--- src/rtl/fifo_ram_pkg.sv ---
// Shared widths and grant encoding for the single-port-RAM FIFO front-end.
// Latency: none (declarations only).
// Backpressure: not applicable.
package fifo_ram_pkg;

    localparam int DATA_W_DEF = 8;
    localparam int ADDR_W_DEF = 8;
    localparam int DEPTH      = 2 ** ADDR_W_DEF;

    // Encoding of the arbiter's remembered winner.
    localparam logic GRANT_W = 1'b0;
    localparam logic GRANT_R = 1'b1;

endpackage

--- src/rtl/fifo_ram_arb.sv ---
// Two-way round-robin arbiter between FIFO write and read requests.
// Latency: grants are combinational; last winner is registered.
// Backpressure: a losing request simply sees no grant and wins next contended cycle.
module fifo_ram_arb
    import fifo_ram_pkg::*;
(
    input  logic clk,
    input  logic rst,
    input  logic want_w,
    input  logic want_r,
    output logic grant_w,
    output logic grant_r
);

    logic last_grant;

    // Lone requester wins; on contention the side that did not win last time wins.
    always_comb begin
        grant_w = want_w & (!want_r | (last_grant == GRANT_R));
        grant_r = want_r & (!want_w | (last_grant == GRANT_W));
    end

    // Remember the winner only on cycles that actually granted something.
    always_ff @(posedge clk) begin
        if (rst) begin
            last_grant <= GRANT_R;
        end else if (grant_w) begin
            last_grant <= GRANT_W;
        end else if (grant_r) begin
            last_grant <= GRANT_R;
        end
    end

endmodule

--- src/rtl/fifo_ram_ctrl.sv ---
// FIFO controller driving a single-port RAM: pointers, occupancy, flags, arbitration.
// Latency: push written at the accepting edge; popped data valid one cycle after pop accept.
// Backpressure: push_ready/pop_ready are combinational grants; full blocks pushes, empty blocks pops.
module fifo_ram_ctrl
    import fifo_ram_pkg::*;
#(
    parameter int DATA_W = DATA_W_DEF,
    parameter int ADDR_W = ADDR_W_DEF
) (
    input  logic              clk,
    input  logic              rst,
    input  logic              push_valid,
    input  logic [DATA_W-1:0] push_data,
    output logic              push_ready,
    input  logic              pop_req,
    output logic              pop_ready,
    output logic              pop_valid,
    output logic [DATA_W-1:0] pop_data,
    output logic              empty,
    output logic              full,
    output logic [ADDR_W:0]   count,
    output logic              underflow,
    output logic              ram_wr,
    output logic              ram_rd,
    output logic [ADDR_W-1:0] ram_address,
    output logic [DATA_W-1:0] ram_data_in,
    input  logic [DATA_W-1:0] ram_data_out
);

    // Occupancy value meaning "every RAM location holds a word".
    localparam logic [ADDR_W:0] FULL_CNT = {1'b1, {ADDR_W{1'b0}}};

    logic [ADDR_W-1:0] wr_ptr;
    logic [ADDR_W-1:0] rd_ptr;
    logic              want_w;
    logic              want_r;
    logic              grant_w;
    logic              grant_r;

    assign empty  = (count == '0);
    assign full   = (count == FULL_CNT);
    assign want_w = push_valid & !full;
    assign want_r = pop_req & !empty;

    fifo_ram_arb u_arb (
        .clk     (clk),
        .rst     (rst),
        .want_w  (want_w),
        .want_r  (want_r),
        .grant_w (grant_w),
        .grant_r (grant_r)
    );

    assign push_ready = grant_w;
    assign pop_ready  = grant_r;
    // RAM registers its output, so the returned word is aligned with pop_valid.
    assign pop_data   = ram_data_out;

    // One RAM port: the address follows the write pointer only on a write cycle.
    always_comb begin
        ram_wr      = grant_w;
        ram_rd      = grant_r;
        ram_data_in = push_data;
        ram_address = grant_w ? wr_ptr : rd_ptr;
    end

    // Pointer, occupancy, pop strobe and sticky underflow bookkeeping.
    always_ff @(posedge clk) begin
        if (rst) begin
            wr_ptr    <= '0;
            rd_ptr    <= '0;
            count     <= '0;
            pop_valid <= 1'b0;
            underflow <= 1'b0;
        end else begin
            if (grant_w) begin
                wr_ptr <= wr_ptr + ADDR_W'(1);
            end
            if (grant_r) begin
                rd_ptr <= rd_ptr + ADDR_W'(1);
            end
            // Grants are exclusive, so occupancy moves by at most one.
            if (grant_w) begin
                count <= count + (ADDR_W + 1)'(1);
            end else if (grant_r) begin
                count <= count - (ADDR_W + 1)'(1);
            end
            pop_valid <= grant_r;
            if (pop_req && empty) begin
                underflow <= 1'b1;
            end
        end
    end

endmodule
--- config.mk ---
export PLATFORM = sky130hd
export DESIGN_NAME = fifo_ram_ctrl
export DESIGN_NICKNAME = d
export VERILOG_FILES = /design/src/rtl/fifo_ram_pkg.sv /design/src/rtl/fifo_ram_arb.sv /design/src/rtl/fifo_ram_ctrl.sv
export SDC_FILE = /design/constraint.sdc
export NUM_CORES = 1
export LEC_CHECK = 0
export BUFFER_PORTS_ARGS = -buffer_cell sky130_fd_sc_hd__buf_2
export CAP_MARGIN = 5
export CORE_AREA = 2 2 74 76
export CTS_BUF_LIST = sky130_fd_sc_hd__clkbuf_8
export CTS_CLUSTER_DIAMETER = 120
export CTS_CLUSTER_SIZE = 12
export DETAILED_ROUTE_END_ITERATION = 10
export DIE_AREA = 0 0 76 78
export PLACE_DENSITY_LB_ADDON = 0.12
export REMOVE_ABC_BUFFERS = 1
export SETUP_SLACK_MARGIN = 0.1
export SYNTH_ARGS = -nofsm -noshare
export SYNTH_HDL_FRONTEND = slang
export SYNTH_SLANG_ARGS = --single-unit
--- constraint.sdc ---
create_clock -name clk -period 4.2 [get_ports clk]
set_clock_uncertainty 0.15 [all_clocks]
set_input_delay 1.05 -clock clk [delete_from_list [all_inputs] [get_ports clk]]
set_output_delay 1.05 -clock clk [all_outputs]
set_load 0.01 [all_outputs]
Word-level counts from Yosys, hierarchy flattened
Index checks and enable logic that the tools add are counted.
{"block": "totals", "in_bits": 20, "wordCells": 30, "out_inout_bits": 41, "ff_bits": 28}
{"block": "classes", "bitwise_logic": 7, "n_eq_ne": 1, "reduce_logical": 7, "add_sub_neg": 4, "muxes": 5}
{"operator": "2-to-1 mux 9 bit", "n": 2}
{"operator": "adder 8 x 1 -> 8 bit, second input constant", "n": 2}
{"operator": "adder 9 x 1 -> 9 bit, second input constant", "n": 1}
{"operator": "== test 9 bit, second input constant", "n": 1}
{"operator": "zero test 9 bit", "n": 1}
{"operator": "subtractor 9 x 1 -> 9 bit, second input constant", "n": 1}
{"operator": "2-to-1 mux 8 bit", "n": 1}
{"operator": "bitwise AND 1 bit", "n": 4}
{"operator": "zero test 1 bit", "n": 4}
{"operator": "2-to-1 mux 1 bit", "n": 2}
{"operator": "OR 1 bit", "n": 2}
{"operator": "nonzero test 2 bit", "n": 1}
{"operator": "logical AND 1 bit", "n": 1}
{"operator": "inverter 1 bit", "n": 1}

Depth between registers and ports, before layout
Gate-level depths: netlist (run 1).
{"block": "depth", "ltp_word": 8, "mapped_depth": 11, "mapped_depth_nobuf": 10}

Hierarchy
A second synthesis (run 1) with hierarchy kept.
{"block": "unflattened", "cells_unflattened": 201, "area_unflattened_um2": 1735.4}
{"module": "fifo_ram_ctrl", "area_per_inst_um2": 1680.4, "seq_area_each_um2": 540.5, "cells_per_inst": 194, "n_inst": 1}
{"module": "fifo_ram_arb", "area_per_inst_um2": 55.1, "seq_area_each_um2": 20.0, "cells_per_inst": 7, "n_inst": 1}

Worst setup path before layout (run 1)
OpenSTA, ideal clock, no wires.
{"block": "synth_timing", "kind": "input-to-reg", "startpoint": "input pop_req", "endpoint": "register count[7]", "setup_time_ps": 86, "arrival_ps": 3502, "n_path_buf": 1, "path_slack_ps": 462, "path_stages": 10, "required_ps": 3964, "path_cell_list": "nor2b_1 > a211oi_1 > nor2_4 > buf_2 > ha_1 > a211o_1 > a2111oi_0 > o21bai_1 > xnor2_1 > a211oi_1"}
{"block": "synth_via", "elab_chain_len": 5, "elab_cells_between_ends": 7, "cone_classes": "mux (1); bitwise (4); reduce/logical (2)"}
{"item": "start, declared", "line_no": "fifo_ram_ctrl.sv:15", "text": "input logic pop_req,"}
{"item": "bitwise AND 1 bit *", "line_no": "fifo_ram_ctrl.sv:43", "text": "assign want_r = pop_req & !empty;"}
{"item": "zero test 1 bit", "line_no": "fifo_ram_arb.sv:19", "text": "grant_w = want_w & (!want_r | (last_grant == GRANT_R));"}
{"item": "OR 1 bit", "line_no": "fifo_ram_arb.sv:19"}
{"item": "bitwise AND 1 bit", "line_no": "fifo_ram_arb.sv:19"}
{"item": "2-to-1 mux 9 bit or nonzero test 2 bit (tied branches)"}
{"item": "end signal, assigned", "line_no": "fifo_ram_ctrl.sv:84", "text": "count <= count + (ADDR_W + 1)'(1);"}
{"item": "end signal, assigned", "line_no": "fifo_ram_ctrl.sv:86", "text": "count <= count - (ADDR_W + 1)'(1);"}
{"item": "end, declared", "line_no": "fifo_ram_ctrl.sv:21", "text": "output logic [ADDR_W:0] count,"}
Mark *: on every way between the ends. The rest lies on a longest branch, timed or not.
A chain may end at the register's enable or synchronous reset.

Final worst setup path (run 1)
{"block": "layout_timing", "startpoint": "input pop_req", "endpoint": "output ram_address[0]"}
{"block": "layout_via", "elab_chain_len": 5}
{"item": "bitwise AND 1 bit", "line_no": "fifo_ram_ctrl.sv:43"}
{"item": "zero test 1 bit", "line_no": "fifo_ram_arb.sv:19"}
{"item": "OR 1 bit", "line_no": "fifo_ram_arb.sv:19"}
{"item": "bitwise AND 1 bit", "line_no": "fifo_ram_arb.sv:19"}
{"item": "2-to-1 mux 8 bit", "line_no": "fifo_ram_ctrl.sv:64", "text": "ram_address = grant_w ? wr_ptr : rd_ptr;"}
{"item": "end, declared", "line_no": "fifo_ram_ctrl.sv:25", "text": "output logic [ADDR_W-1:0] ram_address,"}
No other way between the ends.

==> results.ini, run 1 <==
[cts]
cts_buffers = 3
cts.sinks = 28
cts_hold_buf = 0
cts-root-buf = clkbuf_8
cts_tree = done
cts_max_level = 1
cts_buffer_depth = 2
postCtsSetupBuffers = 0
postCtsResizedCells = 0
cts.reportedPaths.clkPinSlew_ps = 100
clk_latency_ps = 280

[critical_path]
rr_worst_depth = 11
regToRegStartpoint = count[0]$_SDFFE_PP0P_
cp.required_ps = 3000
cp_max_fo = 23
critPathKind = in2out
start_kind = primary input
path_common_cell = buf_2
slowest_stage = mux2_2
startpoint = pop_req
crit_chain = buf_2 > nor2b_1 > a211oi_1 > buf_4 > nor2_4 > buf_12 > mux2_2 > buf_2
max_stage_delay_ps = 350
worst_ep_arrival_time_ps = 2420
crit_path_end_kind = output pin

[timing]
relSlewSlack = 0.302
max_freq_mhz = 276
setup_tns_ps = 0
finalSetupViolations = 0
final_max_slew_viol_count = 0
holdWs_ps = 349
setup_slack_ps = 578
fin_crit_ps = 3620
finalCritPeriodShare = 0.862
hold_violations = 0
rsz0062_at_grt = false
tightestPinTransition_ps = 1050

[min_path]
hold_start = wr_ptr[7]$_SDFFE_PP0P_
hold_depth = 2
holdCritPathClass = reg2reg

[power_and_ir_drop]
power_density_mw_per_mm2 = 643
ir_worst_vdd_mv = 0.343
p_leak_nw = 0.857

[final_layout]
diodes = 0
syn2layout_area_growth_pct = 8.53
drive_above_1_share = 0.212
nNetsFinal = 254
stdcell_count = 292

[flow_run]
max_cap_viol_count = 0

[yosys]
synth_seq_cells = 28
async_reset_ff_frac = 0
synth.most_common_cell = dfxtp_1
synth.cell_area_sq_mm = 0.00183
synth_top_cell_by_area = dfxtp_1
avgSynthCellArea_sq_um = 8.65
ys_warn_count = 0
ys.flop_type = dfxtp_1
ys_types = 44
synthCells = 212
synth_commonest_cells = dfxtp_1 (28), nor2_1 (22), buf_4 (18), xnor2_1 (12), inv_1 (11)
synth_seq_area_share = 0.306
synth-edff-count = 0
synth_area_leaders = dfxtp_1 (31%), buf_4 (7.4%), ha_1 (6.8%)
netlist.area_leader.share = 0.306

[die]
die_area_sq_mm = 0.00593
num_rows = 26
chipHeight_microns = 78
initial_core_util = 0.364
die_w_microns = 76
num_io_pins = 61
core_sq_mm = 0.00504

[route]
ant_nets = 0
vias = 1472
drt_pre_antenna_iters = 4
wl_mm = 4.38
vias_per_cell = 5.04
drc = 0
wl_per_cell_microns = 15.0
drt_iter0_drc = 63

[place]
io_buffers = 28
place_ws_ps = 368
place_inst = 288
dp_hpwl_mm = 3.30
gp_congestion = 0.793

[status]
outcome = finished clean

[global_routing]
grt_pass1_wl_mm = 7.51
grtUsageMet1 = 0.209
antenna_found_initial = 0
grt_pass1_vias = 1484
grt-busiest-layer = met2
grt_overflow_total = 0
grt_usage = 0.156
met2_usage = 0.245
grt_max_degree = 30
groute.layer.met3.usage = 0.0535

per-stage QoR:
step           cell area (sq um)  power (W)  utilization
2_1_floorplan               1670   0.000905            -
3_3_place_gp                1940    0.00112        0.384
3_5_place_dp                1940    0.00112        0.384
4_1_cts                     1990    0.00130        0.395
5_1_grt                     1990    0.00142        0.395
6_report                    1990    0.00128        0.395
worst paths after layout:
check                           end  slack [ps]
max                  ram_address[0]         580
min          wr_ptr[7]$_SDFFE_PP0P_         350
max reg2reg   count[8]$_SDFFE_PP0P_         660
min reg2reg  wr_ptr[7]$_SDFFE_PP0P_         350
kinds of logic after synthesis:
logic type | count (synthesis) | synth area share
adder cells (fa/ha/maj) | 11 | 0.0791
AND/OR/NAND/NOR | 68 | 0.204
flip-flops | 28 | 0.306
XOR/XNOR | 18 | 0.0859
multiplexers | 11 | 0.0648
buffers and inverters | 37 | 0.115
AO/OA/AOI/OAI | 39 | 0.146
flip-flops by register name (all words and copies together) (netlist names):
register / count
u_arb.last_grant: 1
wr_ptr: 8
count: 9
rd_ptr: 8
underflow: 1
pop_valid: 1
cell usage in the layout, fill, tap and decap left out, types with 4 or more instances in the layout:
cell type  instances
a211oi_1           4
a21oi_1            7
buf_2             28
clkbuf_8           4
dfxtp_1           28
ha_1              10
inv_1             11
mux2_2             7
mux2i_1            4
nand2_1            8
nand3_1            4
nor2_1            22
nor3_1             6
nor4_1             5
o21a_1             4
o21ai_0            8
xnor2_1           12
xor2_1             6
metal layers:
| layer | wire (microns) | part of all wire |
|---|---|---|
| met4 | 34 | 0.0078 |
| met1 | 2260 | 0.52 |
| met3 | 189 | 0.043 |
| met2 | 1900 | 0.43 |
| met5 | 0 | 0 |
worst max-delay path: cells and delay by family:
kind	cells	cell delay, ps
muxes	1	350
buffers and inverters	4	630
and+or+nand+nor	2	320
AOI/OAI and AO/OA	1	70
report_power, final:
group          switching, W  internal, W  leakage [nW]
registers         0.0000715     0.000318         0.229
clock network     0.0000851    0.0000841        0.0288
logic              0.000384     0.000336         0.599
area by class of cell:
type	count	area, sq um
Tap cell	70	87.6
Sequential cell	28	561
Inverter	11	41.3
Fill cell	542	3050
Clock buffer	4	55.1
Multi-Input combinational cell	147	1060
Timing Repair Buffer	32	183
Note: power is estimated with default switching activity, not from simulation.
==> run 2: changes to the inputs <==
--- a/config.mk
+++ b/config.mk
@@ -7,13 +7,14 @@
 export LEC_CHECK = 0
 export BUFFER_PORTS_ARGS = -buffer_cell sky130_fd_sc_hd__buf_2
 export CAP_MARGIN = 5
-export CORE_AREA = 2 2 74 76
+export CORE_AREA = 2 2 88 64
 export CTS_BUF_LIST = sky130_fd_sc_hd__clkbuf_8
 export CTS_CLUSTER_DIAMETER = 120
 export CTS_CLUSTER_SIZE = 12
 export DETAILED_ROUTE_END_ITERATION = 10
-export DIE_AREA = 0 0 76 78
+export DIE_AREA = 0 0 90 66
 export PLACE_DENSITY_LB_ADDON = 0.12
+export RECOVER_POWER = 100
 export REMOVE_ABC_BUFFERS = 1
 export SETUP_SLACK_MARGIN = 0.1
 export SYNTH_ARGS = -nofsm -noshare
==> run 2 against run 1 <==
Compared with the run above:
- fmax shrank 6.0%
- clock power is essentially flat
- via count shrank 0.75%
- hold slack lost 20 ps
- combinational power shrank 4.9%
- routed wire length shrank 2.4%
- utilization shrank 1.6 points
- final cell count grew 1.0%
- worst setup slack lost 230 ps
- largest cell class unchanged
==> results.ini, run 2 (synthesis results as in run 1) <==
[final_layout]
top_register = count  ; unchanged
nNetsFinal = 255  ; was 254
diodes = 0  ; unchanged
drive_above_1_share = 0.0852  ; was 0.212
mostFrequentLayoutCells = dfxtp_1 (28), clkbuf_1 (28), nor2_1 (22)  ; was dfxtp_1 (28), buf_2 (28), nor2_1 (22)
final_util = 0.379  ; was 0.395
finish.instance_area_sq_mm = 0.00194  ; was 0.00199 sq mm
reg.largest.list = count: 9 flops, rd_ptr: 8 flops, wr_ptr: 8 flops  ; unchanged
syn2layout_area_growth_pct = 5.87  ; was 8.53%
largest_reg_flops = 9  ; unchanged

[route]
vias_per_cell = 4.95  ; was 5.04
vias = 1461  ; was 1472
drc = 0  ; unchanged
drt_pre_antenna_iters = 4  ; unchanged
wl_mm = 4.28  ; was 4.38 mm
ant_nets = 0  ; unchanged
wl_per_cell_microns = 14.5  ; was 15.0 microns
drt_iter0_drc = 76  ; was 63

[power_and_ir_drop]
power_density_mw_per_mm2 = 641  ; was 643 mW/mm^2
power.total_w = 0.00125  ; was 0.00128 W
ir_worst_vdd_mv = 0.201  ; was 0.343 mV
p_leak_nw = 0.749  ; was 0.857 nW

[global_routing]
grt_max_degree = 30  ; unchanged
grt_usage = 0.155  ; was 0.156
grt_pass1_vias = 1433  ; was 1484
grt_pass1_wl_mm = 7.40  ; was 7.51 mm
antenna_found_initial = 0  ; unchanged
grt_overflow_total = 0  ; unchanged

[place]
placed_area_sq_mm = 0.00193  ; was 0.00194 sq mm
io_buffers = 28  ; unchanged
gp_congestion = 0.775  ; was 0.793
dp_hpwl_mm = 3.19  ; was 3.30 mm

[status]
outcome = finished clean  ; unchanged

[timing]
final_max_slew_viol_count = 0  ; unchanged
max_freq_mhz = 260  ; was 276 MHz
hold_violations = 0  ; unchanged
finalSetupViolations = 0  ; unchanged
holdWs_ps = 328  ; was 349 ps
tightestPinTransition_ps = 961  ; was 1050 ps
fin_crit_ps = 3850  ; was 3620 ps
relSlewSlack = 0.360  ; was 0.302
setup_tns_ps = 0  ; unchanged
rsz0062_at_grt = false  ; unchanged
finalCritPeriodShare = 0.917  ; was 0.862

[critical_path]
start_kind = primary input  ; unchanged
regToRegStartpoint = count[4]$_SDFFE_PP0P_  ; was count[0]$_SDFFE_PP0P_
rr_worst_depth = 11  ; unchanged
crit_path_end_kind = output pin  ; unchanged
cp.required_ps = 3000  ; about the same
critPathKind = in2out  ; unchanged
worstReg2RegEnd = count[6]$_SDFFE_PP0P_  ; was count[8]$_SDFFE_PP0P_
r2r_slack_ps = 600  ; was 660 ps
worst_ep_arrival_time_ps = 2650  ; was 2420 ps
cp_max_fo = 11  ; was 23

[cts]
cts-root-buf = clkbuf_8  ; unchanged
cts_max_level = 1  ; unchanged
cts.sinks = 28  ; unchanged
cts_buffer_depth = 2  ; unchanged
cts_hold_buf = 0  ; unchanged
postCtsResizedCells = 0  ; unchanged
cts.reportedPaths.clkPinSlew_ps = 100  ; about the same
postCtsSetupBuffers = 0  ; unchanged
cts_buffers = 3  ; unchanged
clk_latency_ps = 270  ; was 280 ps
cts_tree = done  ; unchanged

[die]
num_rows = 22  ; was 26
chipHeight_microns = 66  ; was 78 microns
die_w_microns = 90  ; was 76 microns
core_sq_mm = 0.00512  ; was 0.00504 sq mm
num_io_pins = 61  ; unchanged
die_area_sq_mm = 0.00594  ; was 0.00593 sq mm
initial_core_util = 0.358  ; was 0.364

[min_path]
holdCritPathClass = reg2reg  ; unchanged
hold_depth = 2  ; unchanged
holdPathEnd = underflow$_SDFFE_PP0P_  ; was wr_ptr[7]$_SDFFE_PP0P_
hold_start = underflow$_SDFFE_PP0P_  ; was wr_ptr[7]$_SDFFE_PP0P_

[flow_run]
max_cap_viol_count = 0  ; unchanged

==> run 2: changes by cell type in the layout (fill, tap and decap cells not counted), sizes merged <==
cell	delta
buf	-27
clkbuf	+28
==> run 2: routing by layer <==
metal | wire (microns) | track usage | vias up
li1 | - | - | 758
met1 | 2490 | 0.233 | 658
met2 | 1490 | 0.203 | 43
met3 | 288 | 0.0639 | 2
met4 | 8 | 0.0173 | 0
met5 | 0 | 0.0278 | -
==> run 2: cell type report <==
cell class / count / area [sq um]
Sequential cell: 28 / 561
Clock buffer: 4 / 55.1
Multi-Input combinational cell: 147 / 1060
Fill cell: 598 / 3180
Tap cell: 72 / 90.1
Inverter: 11 / 41.3
Timing Repair Buffer: 33 / 135
==> run 2: worst max-delay path by stage <==
stage	from	endpoint	slack, ps	cells after the start
6_report	pop_req	ram_address[6]	350	8
4_1_cts	pop_req	ram_address[2]	390	8
5_1_grt	pop_req	ram_address[6]	200	8
2_1_floorplan	pop_req	count[6]$_SDFFE_PP0P_	450	10
3_3_place_gp	pop_req	count[6]$_SDFFE_PP0P_	310	12
3_5_place_dp	pop_req	count[6]$_SDFFE_PP0P_	270	12
==> run 2: stage by stage <==
| step | setup slack [ps] | cells |
|---|---|---|
| floorplan | 448 | 186 |
| global placement | 310 | 291 |
| detailed placement | 271 | 291 |
| CTS | 390 | 295 |
| global route | 198 | 295 |
| finish | 348 | 295 |
==> run 2: worst max-delay path: stages <==
cell and delay [ps]:
buf_2 110, nor2b_1 180, a211oi_1 70, clkbuf_1 210, nor2_4 330, buf_4 240
mux2_2 340, clkbuf_1 130
==> run 2: power by group <==
part           switching (W)  internal, W
combinational       0.000382     0.000302
clock              0.0000853    0.0000840
sequential         0.0000726     0.000318
total               0.000540     0.000705
